==> src/rtl/uart_pkg.sv <==
// Shared definitions for the UART receiver: parity modes, FSM states and
// the oversample sample point.
package uart_pkg;

  localparam int PARITY_NONE = 0;
  localparam int PARITY_EVEN = 1;
  localparam int PARITY_ODD  = 2;

  localparam int OVERSAMPLE   = 16;
  localparam int SAMPLE_POINT = 7;

  typedef enum logic [2:0] {
    IDLE,
    START,
    DATA,
    PARITY,
    STOP,
    BRK_WAIT
  } rx_state_t;

  // True when the received parity bit disagrees with the configured mode.
  function automatic logic parity_mismatch(input logic data_xor, input logic par_bit,
                                           input int mode);
    return (data_xor ^ par_bit) != (mode == PARITY_ODD);
  endfunction

endpackage

==> src/rtl/baud_rate_generator.sv <==
// Free-running divider producing a one-cycle tick every BR_LIMIT clocks
// (16x oversample rate).
module baud_rate_generator #(
  parameter int BR_LIMIT = 326,
  parameter int BR_BITS  = 9
) (
  input  logic clk_50MHz,
  input  logic reset,
  output logic tick
);

  localparam logic [BR_BITS-1:0] LAST_COUNT = BR_BITS'(BR_LIMIT - 1);

  logic [BR_BITS-1:0] count_reg;

  always_ff @(posedge clk_50MHz) begin
    if (!reset) begin
      count_reg <= '0;
    end else if (count_reg == LAST_COUNT) begin
      count_reg <= '0;
    end else begin
      count_reg <= count_reg + 1'b1;
    end
  end

  assign tick = (count_reg == LAST_COUNT);

endmodule

==> src/rtl/uart_rx_ext.sv <==
// UART receiver with configurable frame format, parity/frame/break detection
// and a single-entry holding register with valid/ready handshake.
module uart_rx_ext
  import uart_pkg::*;
#(
  parameter int DATA_BITS   = 8,
  parameter int PARITY_MODE = 0,
  parameter int STOP_BITS   = 1,
  parameter int BR_LIMIT    = 326,
  parameter int BR_BITS     = 9
) (
  input  logic                 clk_50MHz,
  input  logic                 reset,
  input  logic                 rx,
  output logic [DATA_BITS-1:0] rx_data,
  output logic                 rx_valid,
  input  logic                 rx_ready,
  output logic                 parity_err,
  output logic                 frame_err,
  output logic                 break_det,
  output logic                 overrun
);

  localparam logic [3:0] LAST_TICK  = 4'(OVERSAMPLE - 1);
  localparam logic [3:0] START_TICK = 4'(SAMPLE_POINT);
  localparam logic [3:0] LAST_DATA  = 4'(DATA_BITS - 1);
  localparam logic [3:0] LAST_STOP  = 4'(STOP_BITS - 1);

  logic                 tick;
  logic [1:0]           sync_reg;
  logic                 rx_s;
  logic                 rx_prev_reg;
  rx_state_t            state_reg;
  logic [3:0]           tick_cnt_reg;
  logic [3:0]           bit_cnt_reg;
  logic [DATA_BITS-1:0] shift_reg;
  logic                 all_low_reg;
  logic                 par_fail_reg;
  logic                 frm_fail_reg;
  logic                 done_reg;
  logic                 brk_reg;
  logic                 sample;

  baud_rate_generator #(
    .BR_LIMIT(BR_LIMIT),
    .BR_BITS (BR_BITS)
  ) u_baud (
    .clk_50MHz(clk_50MHz),
    .reset    (reset),
    .tick     (tick)
  );

  always_ff @(posedge clk_50MHz) begin
    if (!reset) begin
      sync_reg    <= 2'b11;
      rx_prev_reg <= 1'b1;
    end else begin
      sync_reg    <= {sync_reg[0], rx};
      rx_prev_reg <= sync_reg[1];
    end
  end

  assign rx_s   = sync_reg[1];
  assign sample = tick && (tick_cnt_reg == LAST_TICK);

  always_ff @(posedge clk_50MHz) begin
    if (!reset) begin
      state_reg    <= IDLE;
      tick_cnt_reg <= '0;
      bit_cnt_reg  <= '0;
      shift_reg    <= '0;
      all_low_reg  <= 1'b0;
      par_fail_reg <= 1'b0;
      frm_fail_reg <= 1'b0;
      done_reg     <= 1'b0;
      brk_reg      <= 1'b0;
    end else begin
      done_reg <= 1'b0;
      brk_reg  <= 1'b0;
      // Outside START the 4-bit tick counter wraps 15->0 by itself.
      if (tick && state_reg != IDLE && state_reg != BRK_WAIT)
        tick_cnt_reg <= tick_cnt_reg + 1'b1;
      case (state_reg)
        IDLE: begin
          if (rx_prev_reg && !rx_s) begin
            state_reg    <= START;
            tick_cnt_reg <= '0;
          end
        end
        START: begin
          if (tick && tick_cnt_reg == START_TICK) begin
            tick_cnt_reg <= '0;
            if (rx_s) begin
              state_reg <= IDLE;
            end else begin
              state_reg    <= DATA;
              bit_cnt_reg  <= '0;
              all_low_reg  <= 1'b1;
              par_fail_reg <= 1'b0;
              frm_fail_reg <= 1'b0;
            end
          end
        end
        DATA: begin
          if (sample) begin
            shift_reg   <= {rx_s, shift_reg[DATA_BITS-1:1]};
            all_low_reg <= all_low_reg & ~rx_s;
            if (bit_cnt_reg == LAST_DATA) begin
              bit_cnt_reg <= '0;
              state_reg   <= (PARITY_MODE != PARITY_NONE) ? PARITY : STOP;
            end else begin
              bit_cnt_reg <= bit_cnt_reg + 1'b1;
            end
          end
        end
        PARITY: begin
          if (sample) begin
            par_fail_reg <= parity_mismatch(^shift_reg, rx_s, PARITY_MODE);
            all_low_reg  <= all_low_reg & ~rx_s;
            state_reg    <= STOP;
          end
        end
        STOP: begin
          if (sample) begin
            // A low first stop bit after an all-low frame is a break, not a word.
            if (bit_cnt_reg == '0 && all_low_reg && !rx_s) begin
              brk_reg   <= 1'b1;
              state_reg <= BRK_WAIT;
            end else begin
              frm_fail_reg <= frm_fail_reg | ~rx_s;
              if (bit_cnt_reg == LAST_STOP) begin
                done_reg  <= 1'b1;
                state_reg <= IDLE;
              end else begin
                bit_cnt_reg <= bit_cnt_reg + 1'b1;
              end
            end
          end
        end
        BRK_WAIT: begin
          if (rx_s) state_reg <= IDLE;
        end
        default: state_reg <= IDLE;
      endcase
    end
  end

  always_ff @(posedge clk_50MHz) begin
    if (!reset) begin
      rx_data    <= '0;
      rx_valid   <= 1'b0;
      parity_err <= 1'b0;
      frame_err  <= 1'b0;
      break_det  <= 1'b0;
      overrun    <= 1'b0;
    end else begin
      parity_err <= done_reg & par_fail_reg;
      frame_err  <= done_reg & frm_fail_reg;
      break_det  <= brk_reg;
      overrun    <= done_reg & rx_valid & ~rx_ready;
      if (done_reg && (!rx_valid || rx_ready)) begin
        rx_data  <= shift_reg;
        rx_valid <= 1'b1;
      end else if (rx_valid && rx_ready) begin
        rx_valid <= 1'b0;
      end
    end
  end

endmodule

==> config.mk <==
export PLATFORM = sky130hd
export DESIGN_NAME = uart_rx_ext
export DESIGN_NICKNAME = d
export VERILOG_FILES = /design/src/rtl/uart_pkg.sv /design/src/rtl/baud_rate_generator.sv /design/src/rtl/uart_rx_ext.sv
export SDC_FILE = /design/constraint.sdc
export NUM_CORES = 1
export LEC_CHECK = 0
export ABC_AREA = 1
export CAP_MARGIN = 5
export CORE_UTILIZATION = 55
export CTS_CLUSTER_DIAMETER = 150
export DETAILED_ROUTE_END_ITERATION = 10
export DONT_BUFFER_PORTS = 1
export PLACE_DENSITY = 0.7
export SLEW_MARGIN = 15
export SYNTH_ARGS = -nofsm -noshare
export SYNTH_HDL_FRONTEND = slang
export SYNTH_SLANG_ARGS = --single-unit
==> constraint.sdc <==
create_clock -name clk_50MHz -period 1.8 [get_ports clk_50MHz]
set_clock_uncertainty 0.15 [all_clocks]
set_input_delay 0.36 -clock clk_50MHz [delete_from_list [all_inputs] [get_ports clk_50MHz]]
set_output_delay 0.36 -clock clk_50MHz [all_outputs]
set_load 0.02 [all_outputs]
## After elaboration in Yosys (flattened, before gate mapping)

Cells that the tools add are included.

- Register bits: 49
- Bits of input ports: 4

- Add/sub/neg operators: 3
- Eq/ne operators: 22
- Muxes and demuxes: 38
- Bitwise gates (word level): 12
- Reduce and logical (&&, ||, !) cells: 31

Operators with widths:

| cell | count |
|---|---|
| 4-bit two-way mux | 10 |
| 3-bit two-way mux | 9 |
| 2-bit inequality test (second input constant) | 10 |
| 3-bit case mux with 6 select lines | 1 |
| 1-bit two-way mux | 12 |
| 4-bit case mux with 3 select lines | 1 |
| 9-bit by 1-bit adder with 9-bit output (second input constant) | 1 |
| 9-bit equality test (second input constant) | 1 |
| 1-bit logical AND | 9 |
| 4-bit by 1-bit adder with 4-bit output (second input constant) | 2 |
| 4-bit by 3-bit equality test with 1-bit output (second input constant) | 2 |
| 4-bit case mux with 2 select lines | 1 |
| 4-bit AND reduction | 2 |
| 8-bit AND reduction | 1 |
| 2-bit nonzero test | 4 |
| 8-bit parity | 1 |
| 7-bit AND reduction | 1 |
| 3-bit by 2-bit equality test with 1-bit output (second input constant) | 2 |
| 3-bit equality test (second input constant) | 2 |
| 3-bit inequality test (second input constant) | 2 |
| 1-bit case mux with 2 select lines | 3 |
| 3-bit nonzero test | 2 |
| 1-bit bitwise AND | 5 |
| 1-bit NOT | 5 |
| other kinds (15) | 17 |

## Longest topological paths before layout

Gate-level depths: netlist of run 1.

- Depth after elaboration: 6
- Gate-level depth with buffers: 11

## Modules after synthesis

From an unflattened synthesis of run 1, not the netlist that was laid out.

- Cells, all modules: 322
- Area, all modules: 2,338.5 sq um

Modules (own cells, without submodules):

| module | instances | cells an instance | area an instance (sq um) |
|---|---|---|---|
| uart_rx_ext | 1 | 256 | 1,884.3 |
| baud_rate_generator | 1 | 66 | 454.2 |

## Worst setup path after synthesis of run 1

Ideal clock, no wire load.

- Path kind: register -> register
- Start: reg u_baud.count_reg[0]
- End: reg shift_reg[2]
- Library setup time: 119 ps
- Arrival time: 1,269 ps
- Setup slack: 262 ps
- Cell stages (with the launch flop): 10
- Path buffers: 1
- Period minus slack after synthesis: 1,538 ps
- Cell sequence: dfxtp_1 > ha_1 > nand2_1 > nor2_4 > nand3_2 > inv_2 > nand3_2 > buf_6 > o21ai_0 > a21oi_1

- Word-level cells in the longest chain between the ends: 3

RTL lines:

| item | line | text |
|---|---|---|
| start, declared | baud_rate_generator.sv:14 | `logic [BR_BITS-1:0] count_reg;` |
| start signal, assigned | baud_rate_generator.sv:22 | `count_reg <= count_reg + 1'b1;` |
| 9-bit equality test | baud_rate_generator.sv:26 | `assign tick = (count_reg == LAST_COUNT);` |
| 1-bit logical AND | uart_rx_ext.sv:64 | `assign sample = tick && (tick_cnt_reg == LAST_TICK);` |
| 2-bit AND reduction (no line) | -- |  |
| end signal, assigned | uart_rx_ext.sv:106 | `shift_reg <= {rx_s, shift_reg[DATA_BITS-1:1]};` |
| end, declared | uart_rx_ext.sv:36 | `logic [DATA_BITS-1:0] shift_reg;` |

Every way passes these cells.
A chain may end at the register's enable or synchronous reset.

## Worst setup path after layout of run 1

- Start: reg u_baud.count_reg[1]
- End: reg shift_reg[7]

Same word-level chain as after synthesis.

==> results of run 1 <==
==> critical path: stages (launching register included) <==
cell	delay, ns
dfxtp_1	0.33
inv_1	0.06
ha_1	0.13
nand2_1	0.08
nor2_4	0.16
nand3_2	0.13
inv_2	0.13
nand3_4	0.13
o21ai_0	0.20
nor2_1	0.05
==> cell usage after synthesis, drive strengths merged <==
cell type	number	area share, %
xnor2	4	1.5
or2	2	0.55
xor2	4	1.5
nor3	4	0.87
nand2	63	11
clkbuf	3	0.49
dfxtp	49	43
nand4	3	1.1
nor3b	1	0.33
nor4	2	0.55
o21ai	29	6.3
nor2	75	14
inv	45	7.4
nand3	20	5.6
buf	2	0.71
a31oi	3	0.82
ha	5	2.7
a21oi	10	2.2
==> metal layers <==
layer  GRT usage, %  wire length, µm  vias to the layer above
met4           8.51               64                        0
li1               -                -                     1028
met2           33.3             1790                       35
met3           5.65              170                        8
met5              0                0                        -
met1           26.7             2050                      829
==> path summary, 6_finish.rpt <==
| path | from | end | slack [ns] | cells past startpoint |
|---|---|---|---|---|
| worst max-delay path | u_baud.count_reg[1] | shift_reg[7] | 0.14 | 9 |
| worst min-delay path | reset | break_det | 0.02 | 2 |
| worst max register to register | u_baud.count_reg[1] | shift_reg[7] | 0.14 | 9 |
| worst min register to register | sync_reg[0] | sync_reg[1] | 0.27 | 1 |
==> kinds of logic after synthesis <==
logic type      Yosys count
simple gates            170
compound gates           42
flops                    49
xor+xnor                  8
fa+ha+maj                 5
buf+inv                  50
==> layout make-up <==
type	instances	area (µm²)
fill	355	1530
multi-input combinational	225	1130
sequential	49	983
inverter	45	169
clock buffer	7	76.3
tap	50	62.6
timing repair buffer	5	42.5
clock inverter	1	7.51
==> timing repair <==
action	in CTS	in global routing
hold endpoints to repair	1	1
setup endpoints to repair	0	11
resized for setup	0	6
hold buffers	1	1
==> power groups by stage <==
stage	Clock [W]	Combinational [W]	Sequential, W
floorplan	0	0.000868	0.00126
CTS	0.000647	0.00102	0.00125
detailed placement	0	0.00101	0.00127
finish	0.000625	0.00103	0.00125
global placement	0	0.00101	0.00128
global route	0.000681	0.00121	0.00126
==> metrics by stage <==
stage	utilization [%]	power, W	cells	hold slack, ns
floorplan	-	0.00213	324	0.240
global placement	58.8	0.00229	372	0.253
detailed placement	58.8	0.00229	372	0.250
CTS	61.2	0.00292	381	0.00308
global route	61.8	0.00315	382	0.0126
finish	61.8	0.00291	382	0.0242
==> flow_metrics.py, run 1 <==
metrics = {
    "synth": {
        "syn-instance-count": 324,
        "synth_top_family_by_area": "simple AND/OR/NAND/NOR gates",
        "synthAdderAreaFrac_pct": 2.73,
        "synth-compound-area-share_pct": 9.32,
        "syn_avg_cell_area_um2": 7.08,
        "synth_area_mm2": 0.00229,
        "syn-num-nets": 333,
        "synthXorXnorAreaFrac_pct": 3.05,
        "yosys.area_share.simple_pct": 33.6,
        "synth-seq-cells": 49,
        "seq_area_frac_synth_pct": 42.7,
        "ys_warn_count": 0,
        "synth_cell_types": 28,
        "synthMuxAreaShare_pct": 0,
    },
    "floorplan": {
        "core_mm2": 0.00400,
        "io_pins": 17,
        "dieArea_mm2": 0.00443,
        "dieWidth_um": 66.6,
        "die-height_um": 66.6,
        "start_util_pct": 57.4,
        "num_rows": 23,
    },
    "power_and_ir_drop": {
        "powerDensity_mw_per_mm2": 1180,
        "ir_worst_vdd_uv": 736,
        "internal-power_w": 0.00178,
        "p_sw_share_pct": 38.6,
        "combPwrFrac_pct": 35.5,
        "seqPwrFrac_pct": 43.0,
        "power.switching_w": 0.00112,
        "p_leak_nw": 1.09,
        "pwr-share-clk_pct": 21.5,
    },
    "setup_path": {
        "arrival_ns": 1.70,
        "startpoint_type": "flop",
        "cp.required_ns": 1.84,
        "crit_path_end_kind": "flop",
        "worstSetupPathType": "reg2reg",
        "critPathMaxFanout": 11,
    },
    "routing": {
        "antenna_left": 0,
        "drtIter0Drc": 85,
        "first_pass_iters": 4,
        "wl_per_cell_um": 10.7,
        "vias": 1900,
        "totalWireLength_mm": 4.07,
        "via_per_inst": 4.97,
        "drc": 0,
    },
    "grt": {
        "antenna_found_initial": 0,
        "grt.overflow.total": 0,
        "grt_max_degree": 32,
        "grt_pass1_wl_mm": 7.15,
        "grt_util_all_layers_pct": 21.0,
        "grt_pass1_vias": 1718,
    },
    "timing": {
        "hold_viol_final": 0,
        "final_max_slew_viol_count": 0,
        "worst_pin_slew_ns": 0.381,
        "tns_ns": 0,
        "max-slew-margin-rel_pct": 74.4,
        "min_period_over_period_pct": 92.0,
        "setup_viol": 0,
        "period_minus_slack_ns": 1.66,
        "clock.fmax_mhz": 604,
        "rsz0062_at_grt": "true",
        "layout_setup_ws_ns": 0.144,
    },
    "clock_network": {
        "path_clk_slew_ns": 0.09,
        "clock_latency_ns": 0.30,
        "cts_buffers": 5,
        "postCtsSetupRepairBufs": 0,
        "cts_max_level": 2,
        "cts-root-buf": "clkbuf_8",
        "tritoncts": "yes",
        "cts.sinks": 49,
        "cts_max_path_buffers": 2,
    },
    "final_layout": {
        "nNetsFinal": 340,
        "largest_reg_flops": 9,
        "area_growth_syn_to_layout_pct": 7.69,
        "mostFrequentLayoutCells": "nor2_1, nand2_1, dfxtp_1, inv_1, o21ai_0",
        "drive_above_1_share_pct": 10.8,
        "mostFrequentLayoutCell": "nor2_1",
        "diodes": 0,
        "final_area_mm2": 0.00247,
    },
    "placed_design": {
        "pre_cts_ws_ns": 0.0639,
        "place_area_mm2": 0.00235,
        "io_buffers": 0,
        "place_congestion": 0.882,
        "dpl.hpwl_mm": 2.88,
    },
    "outcome": {
        "status": "finished, final reports clean",
    },
    "job": {
        "maxCapViolCount": 0,
    },
    "min_path": {
        "hp-class": "in2reg",
    },
}
Note: power is estimated with default switching activity, not from simulation.
==> inputs of run 2 (changes only) <==
- CORE_MARGIN: default -> 1.5
- MAX_ROUTING_LAYER: default -> met4
- RECOVER_POWER: default -> 25
==> flow_metrics.py, run 2 (synthesis results as in run 1) <==
metrics = {
    "min_path": {
        "hp-class": "in2reg",
    },
    "floorplan": {
        "io_pins": 17,
        "core_mm2": 0.00400,
        "num_rows": 23,
        "dieArea_mm2": 0.00457,
        "die-height_um": 67.6,
        "start_util_pct": 57.4,
        "dieWidth_um": 67.6,
    },
    "timing": {
        "hold_ws_ns": 0.0163,
        "setup_viol": 0,
        "tns_ns": 0,
        "hold_viol_final": 0,
        "period_minus_slack_ns": 1.65,
        "min_period_over_period_pct": 91.8,
        "rsz0062_at_grt": "true",
        "worst_pin_slew_ns": 0.382,
        "final_max_slew_viol_count": 0,
        "clock.fmax_mhz": 605,
        "max-slew-margin-rel_pct": 74.3,
    },
    "setup_path": {
        "worstSetupPathType": "reg2reg",
        "crit_path_end": "shift_reg[7]",
        "regToRegSetupSlack_ns": 0.15,
        "startpoint_type": "flop",
        "reg2reg_from": "u_baud.count_reg[0]",
        "critPathLaunch": "u_baud.count_reg[0]",
        "worstReg2RegEnd": "shift_reg[7]",
        "critPathMaxFanout": 11,
        "cp.required_ns": 1.85,
        "arrival_ns": 1.70,
        "crit_path_end_kind": "flop",
        "ff2ff_path_depth": 8,
    },
    "routing": {
        "totalWireLength_mm": 4.11,
        "drc": 0,
        "wl_per_cell_um": 10.8,
        "first_pass_iters": 4,
        "vias": 1897,
        "drtIter0Drc": 83,
        "via_per_inst": 4.98,
        "antenna_left": 0,
    },
    "clock_network": {
        "cts_max_level": 2,
        "clock_latency_ns": 0.30,
        "cts.sinks": 49,
        "cts-root-buf": "clkbuf_8",
        "tritoncts": "yes",
        "postCtsSetupRepairBufs": 0,
        "path_clk_slew_ns": 0.09,
        "cts_buffers": 5,
        "cts_max_path_buffers": 2,
    },
    "placed_design": {
        "io_buffers": 0,
        "dpl.hpwl_mm": 2.95,
        "place_congestion": 0.916,
        "dp.cells": 371,
    },
    "final_layout": {
        "mostFrequentLayoutCell": "nor2_1",
        "drive_above_1_share_pct": 10.6,
        "area_growth_syn_to_layout_pct": 7.31,
        "finish.utilization_pct": 61.6,
        "largest_reg_flops": 9,
        "mostFrequentLayoutCells": "nor2_1, nand2_1, dfxtp_1, inv_1, o21ai_0",
        "layout.cells.non_filler": 381,
        "diodes": 0,
        "nNetsFinal": 339,
    },
    "power_and_ir_drop": {
        "powerDensity_mw_per_mm2": 1190,
        "power_w": 0.00293,
        "p_leak_nw": 1.09,
        "ir_worst_vdd_uv": 775,
    },
    "grt": {
        "grt_util_all_layers_pct": 21.2,
        "grt_max_degree": 32,
        "grt_pass1_vias": 1708,
        "grt.overflow.total": 0,
        "grt_pass1_wl_mm": 7.14,
        "antenna_found_initial": 0,
    },
    "outcome": {
        "status": "finished, final reports clean",
    },
    "job": {
        "maxCapViolCount": 0,
    },
}
## run 2: routing by layer
metal	part of all wire, %	wire length (µm)	global-route usage, %
met4	1.9	80	8.67
met1	52	2130	26.6
met3	3.4	139	5.83
met2	43	1760	32.0
met5	0	0	-
## run 2: worst min path at each step
| stage | startpoint | end | slack (ns) | depth (start not counted) |
|---|---|---|---|---|
| floorplan | brk_reg | break_det | 0.24 | 2 |
| global placement | sync_reg[0] | sync_reg[1] | 0.25 | 1 |
| detailed placement | sync_reg[0] | sync_reg[1] | 0.25 | 1 |
| CTS | reset | break_det | 0.003 | 2 |
| global route | reset | state_reg[2] | 0.004 | 2 |
| finish | reset | all_low_reg | 0.02 | 2 |
## run 2: critical path, cell delays in order (launching register included)
cell     delay [ns]
dfxtp_1        0.38
ha_1           0.16
nand2_1        0.08
nor2_4         0.15
nand3_2        0.12
inv_2          0.12
nand3_4        0.13
o21ai_0        0.20
nor2_1         0.06
## run 2: area by class of cell
type | count | area (µm²)
sequential | 49 | 982
multi-input combinational | 225 | 1130
tap | 50 | 62.6
inverter | 45 | 169
clock buffer | 6 | 72.6
timing repair buffer | 4 | 35.0
clock inverter | 2 | 13.8
fill | 372 | 1540
## run 2: report_power, final
group,internal (W),leakage [nW],switching (W)
Sequential,0.00116,0.397,0.0000898
Clock,0.000277,0.0456,0.000362
Combinational,0.000348,0.649,0.000690
## run 2: stage by stage
stage | cell area [µm²] | setup WS, ns
global placement | 2340 | 0.120
global route | 2460 | -0.0214
floorplan | 2290 | 0.262
detailed placement | 2340 | 0.0650
finish | 2460 | 0.147
CTS | 2440 | 0.0263
## run 2: what timing repair did
action                                 in CTS  in global routing
hold buffers                                1                  1
setup endpoints to repair                   0                 16
gates resized for setup                     0                  6
endpoints found under the hold margin       1                  1
==> inputs of run 3 (changes only) <==
- CORE_ASPECT_RATIO: default -> 0.8
==> flow_metrics.py, run 3 (synthesis results as in run 1) <==
metrics = {
    "final_layout": {
        "diodes": 0,
        "drive_above_1_share_pct": 10.6,
        "nNetsFinal": 339,
        "largest_reg_flops": 9,
        "layout.cells.non_filler": 386,
        "area_growth_syn_to_layout_pct": 7.47,
        "final_area_mm2": 0.00247,
        "mostFrequentLayoutCells": "nor2_1, nand2_1, dfxtp_1, inv_1, o21ai_0",
        "mostFrequentLayoutCell": "nor2_1",
        "finish.utilization_pct": 63.2,
    },
    "clock_network": {
        "cts_max_level": 2,
        "postCtsSetupRepairBufs": 0,
        "cts_max_path_buffers": 2,
        "cts.sinks": 49,
        "cts_buffers": 5,
        "cts-root-buf": "clkbuf_8",
        "clock_latency_ns": 0.30,
        "tritoncts": "yes",
        "path_clk_slew_ns": 0.08,
    },
    "grt": {
        "antenna_found_initial": 0,
        "grt_util_all_layers_pct": 21.6,
        "grt.overflow.total": 0,
        "grt_pass1_vias": 1682,
        "grt_pass1_wl_mm": 7.24,
        "grt_max_degree": 32,
    },
    "timing": {
        "setup_viol": 0,
        "max-slew-margin-rel_pct": 76.1,
        "worst_pin_slew_ns": 0.355,
        "hold_viol_final": 0,
        "hold_ws_ns": 0.00994,
        "final_max_slew_viol_count": 0,
        "tns_ns": 0,
        "min_period_over_period_pct": 90.7,
        "rsz0062_at_grt": "false",
        "period_minus_slack_ns": 1.63,
        "clock.fmax_mhz": 612,
    },
    "routing": {
        "wl_per_cell_um": 10.7,
        "drtIter0Drc": 66,
        "antenna_left": 0,
        "vias": 1896,
        "first_pass_iters": 4,
        "drc": 0,
        "totalWireLength_mm": 4.14,
        "via_per_inst": 4.91,
    },
    "power_and_ir_drop": {
        "internal-power_w": 0.00178,
        "pwr-share-clk_pct": 21.0,
        "power.switching_w": 0.00113,
        "combPwrFrac_pct": 35.8,
        "ir_worst_vdd_uv": 749,
        "seqPwrFrac_pct": 43.2,
        "p_sw_share_pct": 38.8,
        "p_leak_nw": 1.09,
        "powerDensity_mw_per_mm2": 1180,
    },
    "outcome": {
        "status": "finished, final reports clean",
    },
    "setup_path": {
        "arrival_ns": 1.68,
        "cp.required_ns": 1.85,
        "crit_path_end_kind": "flop",
        "critPathMaxFanout": 11,
        "worstSetupPathType": "reg2reg",
        "startpoint_type": "flop",
    },
    "floorplan": {
        "dieArea_mm2": 0.00457,
        "dieWidth_um": 75.2,
        "num_rows": 20,
        "core_mm2": 0.00390,
        "io_pins": 17,
        "start_util_pct": 58.8,
        "die-height_um": 60.8,
    },
    "min_path": {
        "hp-class": "in2reg",
    },
    "placed_design": {
        "dpl.hpwl_mm": 3.01,
        "io_buffers": 0,
        "dp.cells": 376,
        "place_area_mm2": 0.00235,
        "place_congestion": 0.861,
    },
    "job": {
        "maxCapViolCount": 0,
    },
}
==> run 3: changes by cell type in the layout (fill, tap and decap cells not counted), sizes merged <==
cell    delta
clkinv     +1
inv        -1
==> run 3: cell type report <==
class	count	area (µm²)
timing repair buffer	4	35.0
clock inverter	2	10.0
sequential	49	983
tap	55	68.8
fill	393	1440
inverter	45	171
multi-input combinational	225	1120
clock buffer	6	72.6
==> run 3: what timing repair did <==
item | in CTS | in global routing
gates resized for setup | 0 | 7
hold buffers | 2 | 0
endpoints found under the setup margin | 0 | 14
endpoints found under the hold margin | 2 | 0
==> run 3: critical path: stages, from the launching register on <==
cell and delay, ns:
dfxtp_1 0.33, inv_1 0.06, ha_1 0.13, nand2_1 0.08
nor2_4 0.15, nand3_2 0.13, inv_2 0.12, nand3_4 0.14
o21ai_0 0.20, nor2_1 0.05
==> run 3: path summary, 6_finish.rpt <==
kind	from	endpoint	slack, ns	cells past startpoint
hold reg to reg	brk_reg	break_det	0.27	2
setup reg to reg	u_baud.count_reg[1]	shift_reg[5]	0.17	9
hold / removal	reset	break_det	0.01	2
setup / recovery	u_baud.count_reg[1]	shift_reg[5]	0.17	9
==> run 3: metal layers <==
layer | global-route usage (%) | wire, µm | up-vias
met3 | 4.82 | 211 | 2
met2 | 31.7 | 1760 | 34
met5 | - | 0 | -
met4 | 6.89 | 12 | 0
met1 | 29.6 | 2160 | 829
li1 | - | - | 1031
==> run 3: power by group through the flow <==
stage	registers, W	logic [W]	clock network, W
CTS	0.00126	0.00103	0.000633
global placement	0.00128	0.00102	0
global route	0.00127	0.00122	0.000661
detailed placement	0.00128	0.00102	0
floorplan	0.00126	0.000868	0
finish	0.00126	0.00104	0.000612
==> run 3: metrics by stage <==
stage,power [W],setup WS (ns)
2_1_floorplan,0.00213,0.262
3_3_place_gp,0.00230,0.120
3_5_place_dp,0.00230,0.0537
4_1_cts,0.00292,0.0279
5_1_grt,0.00315,0.0189
6_report,0.00292,0.167
